## src/rtl/pipe_stage_reg.sv

```systemverilog
`default_nettype none
// ============================================================================
// Module      : pipe_stage_reg
// Description : Elastic valid/ready pipeline register, STAGES slots deep, with
//               synchronous flush and control-field zeroing on bubbles.
// Revision    : 1.0 - initial release
// ============================================================================
module pipe_stage_reg #(
    parameter int DATA_W = 69,
    parameter int CTRL_W = 2,
    parameter int STAGES = 1
) (
    input  logic                       clk,
    input  logic                       rst_n,
    input  logic                       flush,
    input  logic                       in_valid,
    output logic                       in_ready,
    input  logic [CTRL_W-1:0]          in_ctrl,
    input  logic [DATA_W-1:0]          in_data,
    output logic                       out_valid,
    input  logic                       out_ready,
    output logic [CTRL_W-1:0]          out_ctrl,
    output logic [DATA_W-1:0]          out_data,
    output logic [$clog2(STAGES+1)-1:0] occupancy
);

    localparam int c_OCC_W = $clog2(STAGES + 1);

    logic [STAGES-1:0] r_valid;
    logic [CTRL_W-1:0] r_ctrl [STAGES];
    logic [DATA_W-1:0] r_data [STAGES];
    logic [c_OCC_W-1:0] r_occ;

    logic [STAGES:0]   w_rdy;
    logic [STAGES-1:0] w_src_valid;
    logic [CTRL_W-1:0] w_src_ctrl [STAGES];
    logic [DATA_W-1:0] w_src_data [STAGES];
    logic              w_accept;
    logic              w_deliver;

    // Ready ripples back from the output so a stall releases without a bubble.
    always_comb begin
        w_rdy[STAGES] = out_ready;
        for (int i = STAGES - 1; i >= 0; i--) begin
            w_rdy[i] = !r_valid[i] | w_rdy[i+1];
        end
    end

    always_comb begin
        w_src_valid[0] = in_valid;
        w_src_ctrl[0]  = in_ctrl;
        w_src_data[0]  = in_data;
        for (int i = 1; i < STAGES; i++) begin
            w_src_valid[i] = r_valid[i-1];
            w_src_ctrl[i]  = r_ctrl[i-1];
            w_src_data[i]  = r_data[i-1];
        end
    end

    assign w_accept  = in_valid & w_rdy[0];
    assign w_deliver = r_valid[STAGES-1] & out_ready;

    always_ff @(posedge clk or negedge rst_n) begin
        if (!rst_n) begin
            r_valid <= '0;
            for (int i = 0; i < STAGES; i++) begin
                r_ctrl[i] <= '0;
                r_data[i] <= '0;
            end
        end else if (flush) begin
            r_valid <= '0;
            for (int i = 0; i < STAGES; i++) begin
                r_ctrl[i] <= '0;
            end
        end else begin
            for (int i = 0; i < STAGES; i++) begin
                if (w_rdy[i]) begin
                    r_valid[i] <= w_src_valid[i];
                    r_ctrl[i]  <= w_src_valid[i] ? w_src_ctrl[i] : '0;
                    r_data[i]  <= w_src_data[i];
                end
            end
        end
    end

    always_ff @(posedge clk or negedge rst_n) begin
        if (!rst_n) begin
            r_occ <= '0;
        end else if (flush) begin
            r_occ <= '0;
        end else if (w_accept && !w_deliver) begin
            r_occ <= r_occ + c_OCC_W'(1);
        end else if (w_deliver && !w_accept) begin
            r_occ <= r_occ - c_OCC_W'(1);
        end
    end

    assign in_ready  = w_rdy[0];
    assign out_valid = r_valid[STAGES-1];
    assign out_ctrl  = r_valid[STAGES-1] ? r_ctrl[STAGES-1] : '0;
    assign out_data  = r_data[STAGES-1];
    assign occupancy = r_occ;

endmodule
`default_nettype wire

```

## config.mk

```make
export PLATFORM = sky130hd
export DESIGN_NAME = pipe_stage_reg
export DESIGN_NICKNAME = d
export VERILOG_FILES = /design/src/rtl/pipe_stage_reg.sv
export SDC_FILE = /design/constraint.sdc
export NUM_CORES = 1
export LEC_CHECK = 0
export CAP_MARGIN = 20
export CORE_ASPECT_RATIO = 1.25
export CORE_MARGIN = 2
export CORE_UTILIZATION = 35
export DETAILED_ROUTE_END_ITERATION = 8
export PLACE_DENSITY = 0.73
export SYNTH_ARGS = -nofsm -noshare
export SYNTH_HDL_FRONTEND = slang
export SYNTH_SLANG_ARGS = --single-unit
```

## constraint.sdc

```tcl
create_clock -name clk -period 1.8 [get_ports clk]
set_clock_uncertainty 0.1 [all_clocks]
set_input_delay 0.54 -clock clk [delete_from_list [all_inputs] [get_ports clk]]
set_output_delay 0.54 -clock clk [all_outputs]
set_load 0.05 [all_outputs]
```

Yosys cells after proc, flatten, opt, wreduce, memory -nomap -nowiden

Index checks and enable logic that the tools add are counted.

Flip-flop bits (word level): 73
Logic and storage cells: 27

Add/subtract/negate cells: 2
Mux-type cells: 9
Reductions and logical operators: 8
Bitwise gates (word level): 4

Operators by type and width:

| operator                                | count |
|---|---|
| 2-bit 2-to-1 mux                        | 4 |
| 1-bit 2-to-1 mux                        | 5 |
| 1-bit zero test                         | 3 |
| 3-bit nonzero test                      | 1 |
| 1-bit bitwise AND                       | 2 |
| 1-bit logical AND                       | 2 |
| 2-bit AND reduction                     | 1 |
| 2-bit nonzero test                      | 1 |
| 1-bit adder, second input constant      | 1 |
| 1-bit inverter                          | 1 |
| 1-bit OR                                | 1 |
| 1-bit subtractor, second input constant | 1 |

Depth between registers and ports, before layout

Depth in word-level cells: 8
Depth in mapped cells: 5
Depth with buffers taken out: 4

Worst setup path after synthesis

Ideal clock, no wire load.

Path kind: register to output
Start: reg r_valid, in the netlist out_valid
End: out in_ready
Data required time: 1.160 ns
Arrival time: 1.192 ns
Cell stages (with the launch flop): 3
Setup slack: -0.032 ns
Cells stage by stage: dfrtp_1 -> and2b_4 -> inv_1

Word-level cells in the longest chain between the ends: 2

RTL lines:

| what                             | line | source |
|---|---|---|
| start: declaration               | 29   | `logic [STAGES-1:0] r_valid;` |
| start signal: indexed assignment | 78   | `r_valid[i] <= w_src_valid[i];` |
| 1-bit zero test                  | 45   | `w_rdy[i] = !r_valid[i] \| w_rdy[i+1];` |
| 1-bit OR                         | 45   |  |
| end: declaration                 | 17   | `output logic in_ready,` |

No other way between the ends.

Worst setup path after layout

Start: reg r_valid, in the netlist out_valid
End: reg r_data, in the netlist out_data[14]

Word-level cells in the longest chain between the ends: 3

RTL lines:

| what                                 | line | source |
|---|---|---|
| 1-bit zero test                      | 45   |  |
| 1-bit OR                             | 45   |  |
| 2-bit AND reduction (no source line) | --   |  |
| end signal: indexed assignment       | 80   | `r_data[i] <= w_src_data[i];` |
| end: declaration                     | 31   | `logic [DATA_W-1:0] r_data [STAGES];` |

No other way between the ends.
A chain may end at the register's enable or synchronous reset.

==> implementation parameters <==
Parameter                              Value

Place
  HPWL after detailed placement    5.119 mm
  Pre-CTS setup slack    -0.4465 ns
  Weighted congestion at the end of routability-driven global placement    0.7114
  Post-DP Area    5166 sq um
  Count of buffers inserted at the top-level ports    149

Timing
  Pin slew with the least headroom to its limit    0.3461 ns
  Final count of hold timing violations    0
  Final setup fails    2
  Unrepaired setup endpoints after global routing    yes
  Worst Hold Margin    0.4162 ns
  Final Slew Violations    0
  Final cycle utilization of the critical path    1.011
  Worst slew margin relative to its limit    0.7692
  Clock period minus final worst setup slack    1.819 ns
  Min setup slack post-route    -0.01914 ns
  Achievable Freq    0.5497 GHz

Drt
  Detailed Route Iter0 Violations    44
  DRC violation count after routing    0
  Routed wirelength normalized by instance count    17.78 um
  Total number of vias    2034
  Drt first pass iters    4
  Post-Route WL    7.772 mm
  Number of vias per cell    4.654
  Number of nets with antenna violations after detailed routing    0

Global route
  Maximum number of pins on one net before global-route repair    67
  Number of global-route vias before repair    2216
  Antenna violations before repair    0
  Layer carrying the most global-route usage    met2
  Global-route met3 utilization    0.05000
  Met2 capacity usage during global routing    0.2954
  Grt ovf    0
  Wire length of the first global-routing pass    11.17 mm
  All-layer global routing usage    0.1640
  GR met1 Demand/Resource    0.1839

Worst setup path
  Worst path required time    1.91 ns
  Arrival time at the worst endpoint    1.93 ns
  Launching element type of the critical path    register
  Start-to-end type of the worst setup path    register to register
  Type of element capturing the critical path    register
  Reg2reg path depth    6
  FF-to-FF End    out_data[14]
  Critical path capture point    out_data[14]
  Largest fanout of any net on the critical path    11
  Launch point of the critical path    out_valid
  RR Startpoint    out_valid
  FF-to-FF setup slack    -0.02 ns

Synthesis
  Number of enable-type register cells in the synthesized netlist    0
  Synth top area share    0.6541
  FF+latch count, synth    73
  Leading cell type by number of instances after synthesis    dfrtp_1
  Flip-flop cell with the highest count after synthesis    dfrtp_1
  Top cells by count, synth    73 x dfrtp_1, 59 x mux2_2, 10 x mux2_4, 5 x buf_2
  Sequential fraction of the synthesis area    0.6541
  Post-synthesis async set-or-reset flop share    1.000
  Post-synth top area cell    dfrtp_1
  Mapped cell area    2793 sq um
  Post-synthesis net count    243
  Yosys synthesis warning count    0
  Avg Inst Size Synth    16.72 sq um
  Count of distinct cell types in the synthesized netlist    16
  Ranking of synthesized cells by area    dfrtp_1 65%, mux2_2 24%, mux2_4 5.4%
  Post-synthesis instance total    167

Floorplan
  Core Rows    36
  Ports    150
  Die span in x    83.90 um
  Initial standard-cell utilization of the core    0.3584
  Die outline height    103.9 um
  Placeable core area    7792 sq um
  Total die area    8714 sq um

CTS
  Clock sink count    73
  TritonCTS buffer count    9
  Largest buffer count on any clock path    2
  Cell at the root of the clock tree    clkbuf_8
  Clock tree from TritonCTS    yes
  Reg clk slew, reported paths    0.07 ns
  H-Tree Depth    3
  Worst skew pair latency    0.33 ns

Power and ir drop
  Power per standard cell area    968.9 nW/um^2
  Share of power burned in registers    0.377
  Logic pwr share    0.404
  Sw Share    0.3289
  Leakage    2.528 nW
  Net switching power of the design    1.795 mW
  Cell-internal power    3.662 mW
  Clock group share of total power    0.219
  Total power after layout    5.457 mW
  Max IR drop VDD    0.0005247 V

Hold path
  Type of the tightest min-delay check    register to register

Layout
  Layout area overhead    101.7%
  Number of nets in the layout    414
  Antenna cell count    0
  Number of filler instances in the final layout    509
  Core Util, Final    0.7229
  Area of all placed cells without fillers    5633 sq um
  Fraction of final layout cells with drive strength greater than 1    0.5234

Flow run
  Number of max-cap violations    0

Outcome
  Outcome    finished, violations left
  Failing checks    setup timing
metal layers:
| layer | routed length, um | vias to the layer above |
|---|---|---|
| met4 | 39 | 0 |
| met3 | 440 | 4 |
| met1 | 2918 | 1027 |
| met2 | 4374 | 80 |
| met5 | 0 | - |
| li1 | - | 923 |
kinds of logic (layout without fill, tap and decap cells):
group,after synthesis,after routing,share of synthesized area
AOI/OAI and AO/OA,4,4,0.008064
buffers and inverters,8,183,0.01837
DFF,73,73,0.6541
muxes,69,69,0.2917
and+or+nand+nor,13,13,0.02778
per-stage QoR:
step	TNS, ns	instances
floorplan	0	167
global placement	-30.46	410
detailed placement	-29.70	410
CTS	-0.02381	428
global route	-1.316	437
finish	-0.03436	437
cell usage in the layout (no fill, tap or decap):
cell type         n
buf_2             2
dlygate4sd3_1     1
nor2_1            2
a21o_1            1
a21oi_1           3
clkbuf_8          9
clkinv_2          3
buf_6             5
and2_1            2
dfrtp_2           1
nand2b_1          1
mux2_4           37
clkinvlp_4        1
dfrtp_1          72
nand3b_1          1
buf_4             5
nand3_1           3
clkbuf_16         4
buf_12           77
clkbuf_1          2
nor2_4            1
mux2_2           32
clkdlybuf4s50_1  73
bufinv_16         1
nand2_1           2
and2b_4           1
worst min-delay path by stage:
| stage | slack [ns] | endpoint | startpoint | cells past startpoint |
|---|---|---|---|---|
| after CTS | 0.42 | r_ctrl[1] | r_ctrl[1] | 2 |
| final | 0.42 | r_ctrl[1] | r_ctrl[1] | 2 |
| after detailed placement | 0.30 | out_data[2] | rst_n | 1 |
| after global routing | 0.45 | r_ctrl[1] | r_ctrl[1] | 2 |
| after floorplan | 0.14 | occupancy | rst_n | 0 |
| after global placement | 0.30 | out_data[1] | rst_n | 1 |
power groups by stage:
stage	sequential [mW]	clock (mW)	combinational [mW]
final	2.06	1.19	2.20
after floorplan	2.67	0	0.282
after detailed placement	2.09	0	2.10
after CTS	2.06	1.23	2.10
after global placement	2.08	0	2.07
after global routing	2.08	1.31	2.27
timing repair:
item	in CTS	in global routing
pin swaps	0	0
setup endpoints to repair	70	39
cloned	0	6
buffers inserted	2	3
hold buffers	1	0
resized for setup	4	33
endpoints found under the hold margin	7	0
sequential cells by signal, summed over array words and instances, names as in the netlist:
name	cells
out_data	69
r_ctrl	2
occupancy	1
out_valid	1
worst max-delay path, stage by stage, from the launching register on:
cell and delay (ns):
dfrtp_2 0.42, and2b_4 0.18, buf_4 0.14, nor2_4 0.19, buf_6 0.17, buf_12 0.15
mux2_2 0.33
area by class of cell:
cell class                      instances  area [sq um]  area share
Inverter                                1         7.507    0.001333
Clock buffer                           11         131.4     0.02332
Tap cell                               95         118.9     0.02110
Timing Repair Buffer                  167          2486      0.4414
Clock inverter                          4         45.04    0.007996
Sequential cell                        73          1828      0.3245
Multi-Input combinational cell         86          1016      0.1804
(Power assumes the default switching activity.)
